File: src/rtl/prbs8_pkg.sv
// Shared definitions for the PRBS8 checker: history width, XNOR tap set and FSM encoding.
package prbs8_pkg;

    localparam int HIST_W = 8;

    // Taps {7,5,4,3} of the history register: x^8 + x^6 + x^5 + x^4 + 1.
    localparam logic [HIST_W-1:0] TAP_MASK = 8'b1011_1000;

    typedef enum logic [1:0] {
        ST_FILL   = 2'd0,
        ST_SEARCH = 2'd1,
        ST_LOCKED = 2'd2
    } state_t;

endpackage

File: src/rtl/prbs8_predict.sv
// Received-bit history shift register and XNOR predictor of the next expected bit.
module prbs8_predict
    import prbs8_pkg::*;
(
    input  logic              clk_i,
    input  logic              rst_i,
    input  logic              bit_i,
    input  logic              bit_valid_i,
    output logic [HIST_W-1:0] h,
    output logic              p
);

    always_ff @(posedge clk_i or negedge rst_i) begin
        if (!rst_i) begin
            h <= '0;
        end else if (bit_valid_i) begin
            h <= {h[HIST_W-2:0], bit_i};
        end
    end

    assign p = ~(^(h & TAP_MASK));

endmodule

File: config.mk
export PLATFORM = sky130hd
export DESIGN_NAME = prbs8_predict
export DESIGN_NICKNAME = d
export VERILOG_FILES = /design/src/rtl/prbs8_pkg.sv /design/src/rtl/prbs8_predict.sv
export SDC_FILE = /design/constraint.sdc
export NUM_CORES = 1
export LEC_CHECK = 0
export CAP_MARGIN = 20
export CORE_AREA = 2 2 39 41
export DETAILED_ROUTE_END_ITERATION = 16
export DIE_AREA = 0 0 41 43
export GPL_ROUTABILITY_DRIVEN = 0
export GPL_TIMING_DRIVEN = 0
export MAX_ROUTING_LAYER = met4
export PLACE_DENSITY_LB_ADDON = 0.2
export SLEW_MARGIN = 20
export SYNTH_ARGS = -nofsm -noshare
export SYNTH_HDL_FRONTEND = slang
export SYNTH_SLANG_ARGS = --single-unit
File: constraint.sdc
create_clock -name clk_i -period 1 [get_ports clk_i]
set_input_delay 0.2 -clock clk_i [delete_from_list [all_inputs] [get_ports clk_i]]
set_output_delay 0.2 -clock clk_i [all_outputs]
set_load 0.02 [all_outputs]
==> impl_metrics.env <==
export IMPL_top_regs="h: 8 flops"
export IMPL_fin_area_um2=642
export IMPL_antenna_found_initial=0
export IMPL_dieArea_mm2=0.00176
export IMPL_startpoint_type="register"
export IMPL_viasPerCell=4.00
export IMPL_ys_seq_area_frac=0.559
export IMPL_first_global_vias=233
export IMPL_path_max_fanout=4
export IMPL_fin_worst_hold_slack_ps=215
export IMPL_tightestPinTransition_ps=355
export IMPL_layout_setup_ws_ps=-356
export IMPL_endpoint_kind="output pin"
export IMPL_drc=0
export IMPL_drt_first_pass_iters=4
export IMPL_worstRegToRegCells=4
export IMPL_syn_inst=20
export IMPL_dp_cells=47
export IMPL_path_buf_inv=1
export IMPL_regMostFlops="h"
export IMPL_globalRouteMet1Util=0.130
export IMPL_cts_tree="built"
export IMPL_fp_coreArea_mm2=0.00138
export IMPL_syn_cell_area_um2=358
export IMPL_areaGrowthSynthToFinish_pct=79.4
export IMPL_place_area_um2=507
export IMPL_max_stage_delay_ps=440
export IMPL_yosysWarningCount=0
export IMPL_h_tree_depth=1
export IMPL_root_buffer="clkbuf_4"
export IMPL_required_ps=800
export IMPL_fin_cells=61
export IMPL_nets=50
export IMPL_port_buffers=11
export IMPL_leakagePower_nw=0.316
export IMPL_synth_top_area_cell="dfrtp_1"
export IMPL_synth_nets=24
export IMPL_hold_class="in -> async"
export IMPL_ys_types=4
export IMPL_pre_cts_ws_ps=-603
export IMPL_crit_family="flip-flops"
export IMPL_fmax_mhz=737
export IMPL_vias=244
export IMPL_grt_usage=0.0989
export IMPL_grt_pass1_wl_um=1050
export IMPL_maxSlewViolCount=0
export IMPL_rsz0062_at_grt="yes"
export IMPL_start_util=0.259
export IMPL_die_height_um=43
export IMPL_crit_cells=3
export IMPL_wl_per_cell_um=11.3
export IMPL_grt_ovfl_total=0
export IMPL_num_antenna_cells=0
export IMPL_drive_gt1_frac=0.822
export IMPL_ant_nets=0
export IMPL_largest_reg_flops=8
export IMPL_vdd_drop_max_mv=0.999
export IMPL_synth_top_area_frac=0.559
export IMPL_routed_wl_um=689
export IMPL_cp_common_cell="xnor2_2"
export IMPL_grt_busiest_layer="met1"
export IMPL_ys_ff_latch=8
export IMPL_path_class="reg -> out"
export IMPL_hold_viol=0
export IMPL_grt_max_degree=9
export IMPL_maxCapViolCount=0
export IMPL_cts_path_max_buffers=2
export IMPL_cpMaxStageDelayCell="dfrtp_2"
export IMPL_synthTopCellsByArea="dfrtp_1 (56%), mux2_4 (34%), xnor2_1 (7.3%), buf_6 (3.1%)"
export IMPL_setup_tns_final_ps=-1010
export IMPL_setup_violations_final=7
export IMPL_crit_arrival_ps=1160
export IMPL_period_minus_slack_ps=1360
export IMPL_power_density_mw_per_mm2=2810
export IMPL_path_cells="xnor2_2 > xnor2_2 > buf_4"
export IMPL_numCtsBuffers=3
export IMPL_slew_headroom=0.763
export IMPL_clk_latency_ps=250
export IMPL_violations="setup timing"
export IMPL_syn_area_per_cell_um2=17.9
export IMPL_fin_skew_ps=13.9
export IMPL_period_share=1.36
export IMPL_cts_sinks=8
export IMPL_clk_pin_slew_ps=60
export IMPL_met2_usage=0.119
export IMPL_status="finished with violations"
export IMPL_fp_row_count=14
export IMPL_io_pins=13
export IMPL_globalRouteMet3Util=0.0314
export IMPL_drt_iter0_drc=1
export IMPL_die_x_um=41
[worst paths after layout]
kind / start / to / slack, ps
setup / recovery: h[3] / p / -360
hold / removal: rst_i / h[1] / 220
setup reg to reg: h[4] / h[5] / -130
hold reg to reg: h[6] / h[7] / 560
max in group asynchronous: rst_i / h[5] / 490
min in group clk_i: bit_valid_i / h[1] / 270
[cells by family after synthesis]
group / Yosys count / synth area share
xor+xnor: 3 / 0.0734
buf+inv: 1 / 0.0315
flops: 8 / 0.559
mux: 8 / 0.336
[final cells by class]
class                      instances  area [um2]
fill                             133         742
clock buffer                       4        26.3
tap                               16        20.0
timing repair buffer              21         211
multi-input combinational         11         169
sequential                         8         204
buffer                             1        11.3
[report_power, final]
part	total [mW]	switching, mW	internal [mW]
logic	1.02	0.373	0.643
clock network	0.263	0.111	0.153
registers	0.523	0.105	0.419
[synthesized netlist by cell type, drive strengths merged]
cell type  number
mux2            8
xnor2           3
buf             1
dfrtp           8
[worst reg2reg max path, cell delays in order, from the launching register on]
cell,delay (ps)
dfrtp_2,430
buf_6,120
buf_6,110
buf_6,100
mux2_4,240
[per-stage QoR]
stage	utilization	total power [mW]
after global placement	0.366	1.30
after detailed placement	0.366	1.31
after CTS	0.422	1.69
after global routing	0.464	1.91
final	0.464	1.80
after floorplan	-	0.987
[layout by cell type (no fill, tap or decap)]
cell type	count
buf_4	6
buf_6	14
clkbuf_1	1
clkbuf_4	3
clkdlybuf4s50_1	2
dfrtp_1	5
dfrtp_2	3
mux2_4	8
xnor2_2	3
[per-layer routing]
metal,vias to the layer above,part of all wire
met3,0,0.091
li1,117,-
met5,-,0
met4,0,0
met1,115,0.45
met2,12,0.46
[timing repair]
item | CTS | global route
pin swaps | 3 | 0
hold buffers | 0 | 0
resized for setup | 51 | 9
setup buffers | 6 | 5
setup endpoints to repair | 9 | 11
Power figures use the tool's default switching activity.
